--- src/rtl/clock_gate_ctrl_pkg.sv ---
// Shared types and constants for the block-level clock gate sequencer.
package clock_gate_ctrl_pkg;

  typedef enum logic [1:0] {
    ON    = 2'd0,
    DRAIN = 2'd1,
    OFF   = 2'd2,
    WAKE  = 2'd3
  } cgc_state_e;

  localparam int unsigned GATED_CNT_W = 32;

  function automatic int unsigned cgc_max(input int unsigned a, input int unsigned b);
    return (a > b) ? a : b;
  endfunction

endpackage

--- src/rtl/cgc_timer.sv ---
// Loadable down-counter shared by the DRAIN idle window and the WAKE settle period.
module cgc_timer #(
  parameter int unsigned CNT_W = 8
) (
  input  logic             clk,
  input  logic             rst,
  input  logic             load_i,
  input  logic [CNT_W-1:0] load_val_i,
  input  logic             dec_i,
  output logic             zero_o
);

  logic [CNT_W-1:0] cnt_q;

  always_ff @(posedge clk) begin
    if (rst) begin
      cnt_q <= '0;
    end else if (load_i) begin
      cnt_q <= load_val_i;
    end else if (dec_i && (cnt_q != '0)) begin
      cnt_q <= cnt_q - 1'b1;
    end
  end

  assign zero_o = (cnt_q == '0);

endmodule

--- src/rtl/clock_gate_ctrl.sv ---
// Clock gate sequencer: ON -> DRAIN -> OFF -> WAKE -> ON, with per-requester ack.
// Optional gated-cycle statistics counter under CLOCK_GATE_CTRL_STATS_EN.
module clock_gate_ctrl
  import clock_gate_ctrl_pkg::*;
#(
  parameter int unsigned N_REQ       = 4,
  parameter int unsigned IDLE_CYCLES = 16,
  parameter int unsigned WAKE_CYCLES = 2,
  parameter int unsigned CNT_W       = 8
) (
  input  logic             clk,
  input  logic             rst,
  input  logic [N_REQ-1:0] req,
  input  logic [N_REQ-1:0] busy,
  input  logic             force_on,
  output logic             clk_en,
  output logic [N_REQ-1:0] ack,
  output logic [1:0]       state_o
`ifdef CLOCK_GATE_CTRL_STATS_EN
  ,
  output logic [GATED_CNT_W-1:0] gated_cycles
`endif
);

  localparam int unsigned MAX_LOAD = cgc_max(IDLE_CYCLES, WAKE_CYCLES) - 1;
  localparam logic [CNT_W-1:0] IDLE_LOAD = CNT_W'(IDLE_CYCLES - 1);
  localparam logic [CNT_W-1:0] WAKE_LOAD = CNT_W'(WAKE_CYCLES - 1);

  if ((IDLE_CYCLES < 1) || (WAKE_CYCLES < 1)) begin : g_bad_cycles
    $error("clock_gate_ctrl: IDLE_CYCLES and WAKE_CYCLES must be >= 1");
  end
  if ((MAX_LOAD >> CNT_W) != 0) begin : g_bad_cnt_w
    $error("clock_gate_ctrl: CNT_W too narrow for IDLE_CYCLES/WAKE_CYCLES");
  end

  cgc_state_e       state_q, state_d;
  logic             clk_en_q;
  logic [N_REQ-1:0] ack_q;
  logic             activity;
  logic             tmr_load, tmr_dec, tmr_zero;
  logic [CNT_W-1:0] tmr_val;

  assign activity = (|req) | (|busy) | force_on;

  cgc_timer #(
    .CNT_W (CNT_W)
  ) u_timer (
    .clk        (clk),
    .rst        (rst),
    .load_i     (tmr_load),
    .load_val_i (tmr_val),
    .dec_i      (tmr_dec),
    .zero_o     (tmr_zero)
  );

  always_comb begin
    state_d  = state_q;
    tmr_load = 1'b0;
    tmr_val  = IDLE_LOAD;
    tmr_dec  = 1'b0;
    case (state_q)
      ON: begin
        if (!activity) begin
          state_d  = DRAIN;
          tmr_load = 1'b1;
          tmr_val  = IDLE_LOAD;
        end
      end
      DRAIN: begin
        if (activity)      state_d = ON;
        else if (tmr_zero) state_d = OFF;
        else               tmr_dec = 1'b1;
      end
      OFF: begin
        if (activity) begin
          state_d  = WAKE;
          tmr_load = 1'b1;
          tmr_val  = WAKE_LOAD;
        end
      end
      WAKE: begin
        if (tmr_zero) state_d = ON;
        else          tmr_dec = 1'b1;
      end
      default: state_d = ON;
    endcase
  end

  // clk_en follows the next state so it moves together with state_q;
  // ack follows the current state, giving the one-cycle req->ack latency in ON.
  always_ff @(posedge clk) begin
    if (rst) begin
      state_q  <= ON;
      clk_en_q <= 1'b1;
      ack_q    <= '0;
    end else begin
      state_q  <= state_d;
      clk_en_q <= (state_d != OFF);
      ack_q    <= (state_q == ON) ? req : '0;
    end
  end

  assign clk_en  = clk_en_q;
  assign ack     = ack_q;
  assign state_o = state_q;

`ifdef CLOCK_GATE_CTRL_STATS_EN
  logic [GATED_CNT_W-1:0] gated_q;

  always_ff @(posedge clk) begin
    if (rst) begin
      gated_q <= '0;
    end else if (!clk_en_q && (gated_q != '1)) begin
      gated_q <= gated_q + 1'b1;
    end
  end

  assign gated_cycles = gated_q;
`endif

endmodule
--- config.mk ---
export PLATFORM = sky130hd
export DESIGN_NAME = clock_gate_ctrl
export DESIGN_NICKNAME = d
export VERILOG_FILES = /design/src/rtl/clock_gate_ctrl_pkg.sv /design/src/rtl/cgc_timer.sv /design/src/rtl/clock_gate_ctrl.sv
export SDC_FILE = /design/constraint.sdc
export NUM_CORES = 1
export LEC_CHECK = 0
export CAP_MARGIN = 25
export CORE_MARGIN = 10
export CORE_UTILIZATION = 50
export CTS_BUF_LIST = sky130_fd_sc_hd__clkbuf_8
export CTS_CLUSTER_SIZE = 16
export DETAILED_ROUTE_END_ITERATION = 16
export PLACE_DENSITY = 0.79
export SLEW_MARGIN = 10
export SYNTH_ARGS = -nofsm -noshare
export SYNTH_HDL_FRONTEND = slang
export SYNTH_SLANG_ARGS = --single-unit
export TNS_END_PERCENT = 5
--- constraint.sdc ---
create_clock -name clk -period 2.2 [get_ports clk]
set_clock_uncertainty 0.05 [all_clocks]
set_input_delay 0.55 -clock clk [delete_from_list [all_inputs] [get_ports clk]]
set_output_delay 0.55 -clock clk [all_outputs]
set_load 0.03 [all_outputs]
; ---- Word level (Yosys, flattened, before mapping)
; Index checks and enable logic that the tools add are counted.
[word_totals]
word_cells = 36
output_inout_bits = 7
in_bits = 11
register_bits = 15
[classes]
n_bitwise = 3
n_reduce_logical = 8
mux = 16
n_eq_ne = 4
addsub = 1
[op_table]
columns = cell, count
row1 = two-way mux 8 bit, 2
row2 = two-way mux 2 bit, 5
row3 = logical NOT 8 bit, 1
row4 = two-way mux 4 bit, 2
row5 = case mux 2 bit (4 select lines), 1
row6 = nonzero test 8 bit, 1
row7 = OR reduction 4 bit, 2
row8 = "subtractor 8 x 1 -> 8 bit, second input constant", 1
row9 = "== test 2 bit, second input constant", 2
row10 = two-way mux 1 bit, 4
row11 = case mux 1 bit (2 select lines), 2
row12 = "== test 2 x 1 -> 1 bit, second input constant", 1
row13 = logical NOT 2 bit, 1
row14 = "!= test 2 bit, second input constant", 1
row15 = OR 1 bit, 2
row16 = nonzero test 2 bit, 1
row17 = OR reduction 2 bit, 1
row18 = logical AND 1 bit, 1
row19 = NOT 1 bit, 1

; ---- Logic depth before layout (Yosys ltp)
; Gate-level depths: netlist of the first run.
[logic_depth]
word_depth = 8
mapped_depth = 7
depth_no_buf = 7

; ---- Cells and area by module
; A second synthesis of the first run with hierarchy kept.
[unflattened]
hier_cells = 93
hier_area_um2 = 818.3
[modules_own_cells]
columns = module, cells_each, area_each_um2, n_inst, seq_area_each_um2
row1 = cgc_timer, 59, 515.5, 1, 160.2
row2 = clock_gate_ctrl, 34, 302.8, 1, 140.1

; ---- Least setup slack after synthesis of the first run
; OpenSTA, ideal clock, no wires.
[synth_timing]
path_kind = input -> register
startpoint = input busy[3]
endpoint = register u_timer.cnt_q[1]
required_ns = 2.081
setup_slack_ns = 0.236
n_path_buf = 0
setup_time_ns = 0.069
t_arrival_ns = 1.846
stages = 5
path_cell_list = nor4_2 > a31oi_1 > nor3b_2 > mux2_1 > o21ai_1
[synth_between]
elab_chain_cells = 7
word_cells_on_any_way = 13
classes_between = mux: 8 / bitwise: 2 / reduce/logical: 3
[synth_rtl]
columns = element, line
row1 = "start, declared", clock_gate_ctrl.sv:14  ; input logic [N_REQ-1:0] busy,
row2 = OR reduction 4 bit (*), clock_gate_ctrl.sv:43  ; assign activity = (|req) | (|busy) | force_on;
row3 = OR 1 bit (*) (2 in a row), clock_gate_ctrl.sv:43
row4 = two-way mux 1 bit, clock_gate_ctrl.sv:70  ; if (activity) state_d = ON;
row5 = case mux 1 bit (2 select lines), clock_gate_ctrl.sv:61  ; case (state_q)
row6 = logical AND 1 bit, cgc_timer.sv:20  ; end else if (dec_i && (cnt_q != '0)) begin
row7 = nonzero test 2 bit (no line), n/a
row8 = "end signal, assigned", cgc_timer.sv:19  ; cnt_q <= load_val_i;
row9 = "end signal, assigned", cgc_timer.sv:21  ; cnt_q <= cnt_q - 1'b1;
row10 = "end, declared", cgc_timer.sv:13  ; logic [CNT_W-1:0] cnt_q;
; Every way passes the cells marked *; elsewhere a longest branch is shown, timed or not.
; A chain may end at the register's enable or synchronous reset.

; ---- Worst setup path in the final report of the first run
[layout_timing]
startpoint = input busy[3]
endpoint = register u_timer.cnt_q[3]
; The elaborated chain is that of the path after synthesis.

==> summary.txt, run 1 <==
Clock tree
  • CTS root buffer: clkbuf_8
  • CTS max path bufs: 2
  • Post-CTS Resized: 0
  • TritonCTS clock tree: built
  • CTS Buf Count: 3
  • Clock Sinks: 15
  • CTS clock-pin slew for the worst setup and hold paths: 50 ps
  • Worst skew pair latency: 240 ps
  • Hold buffer count at cts: 0
  • Post-CTS Setup Inserts: 0
  • H-tree depth: 1

Global route
  • Global Route Usage Sum: 0.105
  • Vias in the first global route: 706
  • Global-route wire length before repair: 2.87 mm
  • Largest net degree at the start of global routing: 13
  • Antenna violations before repair: 0
  • Total congestion overflow: 0

Critical path
  • CP max FO: 8
  • Crit path launch type: input port
  • Worst path required time: 2270 ps
  • R2R setup slack: 240 ps
  • Crit path kind: in2reg
  • CP Capture Type: register
  • Data arrival time of the critical path: 2150 ps
  • Reg2Reg Depth: 7

Power
  • Leakage power: 0.359 nW
  • Seq pwr share: 0.511
  • Worst VDD drop: 0.334 mV
  • Internal: 0.000429 W
  • Switching pwr: 0.000113 W
  • Switching Share: 0.209
  • Clock power frac: 0.391
  • Comb pwr share: 0.097
  • Pwr dens: 523 nW/µm²

Timing
  • Final hold vios: 0
  • Tcrit/Tclk final: 0.945
  • Slew @ Worst Pin: 334 ps
  • Worst hold margin: 479 ps
  • Setup violations, final: 0
  • RSZ-0062 raised after global routing: no
  • Slew HR: 0.772
  • Tmin final: 2080 ps
  • Highest Clock Rate: 481 MHz
  • Slew Limit Fails: 0

Drt
  • Initial drt markers: 9
  • Avg Vias per Cell: 5.51
  • Drt drc: 0
  • Pre-antenna DRT Iters: 4
  • Final ANT Viol Nets: 0
  • Aggregate routed wire length: 1.70 mm
  • Via count: 683
  • Wire length per cell: 13.7 µm

Yosys
  • Post-synth top area share: 0.393
  • Mapped Cells: 83
  • Warnings, synthesis: 0
  • Fraction of registers with async set/reset: 0
  • EDFF count, synth: 0
  • Synth Net Count: 96
  • Post-synth top area cell: dfxtp_1
  • Synth unique cells: 35
  • Ranking of synthesized cells by area: dfxtp_1, xnor2_1, nor3_1
  • Register area share after synthesis: 0.393
  • Top cell types by occurrence after synthesis: dfxtp_1, nor2_1, nor3_1, xnor2_1
  • Avg Cell Area, Syn: 9.20 µm²
  • Synthesized area: 763 µm²
  • Most common cell in the synthesized netlist: dfxtp_1
  • Synth Flop Type: dfxtp_1
  • Synth Register Bits: 15

Cells and area
  • Synth-to-layout area growth: 35.7%
  • Post-layout util: 0.704
  • Final net count: 122
  • N_diodes: 0
  • Layout cells sized above 1: 0.176
  • Fillers: 137

Floorplan
  • Die width: 59.1 µm
  • Die area: 3490 µm²
  • Starting Density: 0.519
  • Die Span Y: 59.1 µm
  • Placement row count: 14
  • I/O Pins: 18
  • Core Region: 1470 µm²

Hold path
  • Worst Hold Depth: 2
  • Hold Crit Class: reg2reg

Placement
  • # port buffers: 17
  • GP Congestion: 0.779
  • Dpl hpwl: 1.39 mm

Run status
  • Status: finished, final reports clean

Flow run
  • Max cap viols: 0
## cell usage in the layout, fill, tap and decap left out, drive strengths merged
master,n
nand3b,1
or3,1
o21bai,1
clkbuf,3
nand4b,1
clkdlybuf4s50,17
nand2,4
xor2,1
or4,1
nor3b,2
dfxtp,15
or3b,1
o21ai,5
nor4b,2
xnor2,6
nor3,8
ha,2
nand4,1
nand3,1
and2,4
buf,7
a2111oi,1
nor4,1
a21oi,3
a31oi,2
mux2,1
inv,3
or2,1
nor2b,2
nor2,10
## worst max-delay path, cell delays in order
cell	delay, ps
clkdlybuf4s50_1	410
nor4_2	310
a31oi_1	170
buf_4	190
nor3_1	260
xnor2_1	160
o21ai_0	100
## state kept, by name (all words and copies together), names as in the netlist
name and flops:
u_timer.cnt_q 8, ack 4, state_o 2, clk_en 1
## layout make-up
cell class | count | area [µm²] | share of cell area
Clock buffer | 3 | 41.3 | 0.0399
Clock inverter | 1 | 3.75 | 0.00362
Inverter | 2 | 7.51 | 0.00725
Multi-Input combinational cell | 63 | 440 | 0.425
Sequential cell | 15 | 300 | 0.290
Tap cell | 16 | 20.0 | 0.0193
Timing Repair Buffer | 24 | 223 | 0.215
## path summary, 6_finish.rpt
kind,end,startpoint
hold reg to reg,u_timer.cnt_q[6]$_SDFFE_PP0P_,u_timer.cnt_q[6]$_SDFFE_PP0P_
setup reg to reg,state_o[1]$_SDFF_PP0_,u_timer.cnt_q[0]$_SDFFE_PP0P_
setup / recovery,u_timer.cnt_q[3]$_SDFFE_PP0P_,busy[3]
hold / removal,u_timer.cnt_q[6]$_SDFFE_PP0P_,u_timer.cnt_q[6]$_SDFFE_PP0P_
## power by group through the flow
stage          clock [W]  combinational [W]  sequential, W
6_report        0.000212          0.0000527       0.000277
5_1_grt         0.000230          0.0000566       0.000277
4_1_cts         0.000216          0.0000535       0.000277
3_5_place_dp           0          0.0000532       0.000283
3_3_place_gp           0          0.0000522       0.000283
2_1_floorplan          0          0.0000116       0.000291
## layer usage
layer,global-route usage,share of wire,vias to the layer above
met5,0,0,-
met1,0.100,0.42,318
li1,-,-,340
met4,0.0393,0.0088,0
met2,0.179,0.47,21
met3,0.0644,0.10,4
## logic make-up after synthesis
kind of cell    count (synthesis)  share of synthesized area
xor+xnor                        7                     0.0803
fa+ha+maj                       2                     0.0328
flops                          15                      0.393
simple gates                   41                      0.354
compound gates                 12                     0.0951
buf+inv                         5                     0.0295
mux                             1                     0.0148
## metrics by stage
| step | setup TNS, ps | std cells | area, µm² | setup slack [ps] | power [W] |
|---|---|---|---|---|---|
| 6_report | 0 | 124 | 1040 | 121 | 0.000542 |
| 5_1_grt | 0 | 124 | 1040 | 9.10 | 0.000564 |
| 4_1_cts | 0 | 124 | 1040 | 102 | 0.000547 |
| 3_5_place_dp | -523 | 120 | 991 | -92.3 | 0.000336 |
| 3_3_place_gp | -256 | 120 | 991 | -43.7 | 0.000335 |
| 2_1_floorplan | 0 | 83 | 763 | 236 | 0.000303 |
(Power assumes the default switching activity.)
==> inputs of run 2 (changes only) <==
Settings changed: CORE_ASPECT_RATIO from default to 0.9, HOLD_SLACK_MARGIN from default to 0.12.
==> run 2 against run 1 <==
Effect of this change: cell count did not move; final area is 0.72% higher; global-route usage up 0.22 points; sequential power is essentially flat; count of clock-buffer cells in the layout did not move; wire length shrank 4.8%; sequential cell count stayed put; register-to-register slack is essentially flat; critical path type is now reg2out; critical endpoint is now state_o[1].
==> summary.txt, run 2 (synthesized netlist as in run 1, its figures left out) <==
Clock tree
  • CTS clock-pin slew for the worst setup and hold paths: 60 ps
  • H-tree depth: 1
  • CTS Buf Count: 3
  • Post-CTS Resized: 0
  • CTS max path bufs: 2
  • CTS root buffer: clkbuf_8
  • Post-CTS Setup Inserts: 0
  • Worst skew pair latency: 250 ps
  • Clock Sinks: 15
  • Hold buffer count at cts: 0
  • TritonCTS clock tree: built

Placement
  • Pre-CTS setup slack: -123 ps
  • Dpl hpwl: 1.28 mm
  • # port buffers: 17
  • Dpl cells: 120
  • GP Congestion: 0.770

Critical path
  • CP Capture Type: output port
  • Data arrival time of the critical path: 1440 ps
  • CP max-delay cell: clkdlybuf4s50_1
  • Worst path cell trace: clkdlybuf4s50_1
  • CP max FO: 8
  • CP top delay family: buffers and inverters
  • Crit path launch type: register
  • FF-to-FF Start: u_timer.cnt_q[0]$_SDFFE_PP0P_
  • Worst R2R End: state_o[1]$_SDFF_PP0_
  • Worst path required time: 1600 ps
  • Crit path kind: reg2out
  • Critical path buffer and inverter count: 1
  • Reg2Reg Depth: 7
  • Worst path max stage delay: 720 ps
  • R2R setup slack: 240 ps

Cells and area
  • Fin cells: 124
  • N_diodes: 0
  • Largest Register: u_timer.cnt_q
  • Fillers: 120
  • Layout cells sized above 1: 0.193
  • Commonest non-fill, non-tap cells in the layout: clkdlybuf4s50_1, dfxtp_1, nor2_1, nor3_1, buf_4
  • Synth-to-layout area growth: 36.7%
  • Commonest non-fill, non-tap cell in the layout: clkdlybuf4s50_1
  • Final net count: 123
  • Max FFs per register: 8

Timing
  • Tcrit/Tclk final: 0.926
  • Slew HR: 0.727
  • Final setup margin: 164 ps
  • Setup violations, final: 0
  • RSZ-0062 raised after global routing: no
  • Tmin final: 2040 ps
  • Highest Clock Rate: 491 MHz
  • Slew Limit Fails: 0
  • Slew @ Worst Pin: 407 ps
  • Final hold vios: 0
  • Setup TNS: 0 ps

Global route
  • Antenna violations before repair: 0
  • Largest net degree at the start of global routing: 13
  • Global Route Usage Sum: 0.107
  • Total congestion overflow: 0
  • Vias in the first global route: 632
  • Global-route wire length before repair: 2.75 mm

Run status
  • Status: finished, final reports clean

Drt
  • Wire length per cell: 13.1 µm
  • Initial drt markers: 7
  • Aggregate routed wire length: 1.62 mm
  • Pre-antenna DRT Iters: 4
  • Final ANT Viol Nets: 0
  • Via count: 653
  • Drt drc: 0
  • Avg Vias per Cell: 5.27

Power
  • Leakage power: 0.362 nW
  • Pwr Total: 0.000558 W
  • Pwr dens: 535 nW/µm²
  • Worst VDD drop: 0.468 mV

Flow run
  • Max cap viols: 0

Floorplan
  • Die area: 3490 µm²
  • Die width: 61.2 µm
  • Placement row count: 13
  • Die Span Y: 57.1 µm
  • Core Region: 1450 µm²
  • I/O Pins: 18
  • Starting Density: 0.527

Hold path
  • Worst Hold Depth: 2
  • Hold_sp: u_timer.cnt_q[7]$_SDFFE_PP0P_
  • Hold Crit Class: reg2reg
  • Hold Crit Endpoint: u_timer.cnt_q[7]$_SDFFE_PP0P_
## run 2: cell types whose count changed in the layout (fill, tap and decap cells not counted)
cell      before  now
clkinv_2       0    1
inv_1          3    2
buf_4          7    8
## run 2: area by class of cell
type / instances / area [µm²] / share of cell area
multi-input cells: 63 / 440 / 0.422
flip-flops and latches: 15 / 300 / 0.288
repair buffers: 25 / 230 / 0.221
clock buffers: 3 / 41.3 / 0.0396
well taps: 15 / 18.8 / 0.0180
inverters: 2 / 7.51 / 0.00719
clock inverters: 1 / 5.00 / 0.00480
## run 2: routing by layer
layer,global-route usage,routed length (µm),vias to the layer above
met5,0,0,-
met4,0.0782,48,0
met3,0.0597,144,5
met2,0.152,721,20
met1,0.115,707,285
li1,-,-,343
## run 2: how the worst max path moves through the flow
stage	startpoint	depth (start not counted)	to
global route	busy[3]	7	u_timer.cnt_q[4]$_SDFFE_PP0P_
detailed placement	busy[3]	7	u_timer.cnt_q[4]$_SDFFE_PP0P_
global placement	busy[3]	7	u_timer.cnt_q[5]$_SDFFE_PP0P_
CTS	state_o[1]$_SDFF_PP0_	1	state_o[1]
floorplan	busy[3]	5	u_timer.cnt_q[1]$_SDFFE_PP0P_
finish	state_o[1]$_SDFF_PP0_	1	state_o[1]
## run 2: metrics by stage
step                      hold slack [ps]   util  instance area (µm²)
after floorplan                       423      -                  763
after global placement                441  0.689                  997
after detailed placement              444  0.689                  997
after CTS                             461  0.721                 1040
after global routing                  490  0.721                 1040
final                                 461  0.721                 1040
## run 2: worst reg2reg max path, cell delays in order (launching register included)
cell	delay (ps)
dfxtp_1	330
inv_1	80
ha_1	130
or3b_2	520
nor2_8	220
nand2_4	70
or3_1	370
a21oi_2	130
## run 2: power breakdown
part | leakage, nW | internal (W) | switching, W
clock | 0.0255 | 0.000126 | 0.000102
combinational | 0.215 | 0.0000305 | 0.0000230
sequential | 0.122 | 0.000276 | 0.00000110
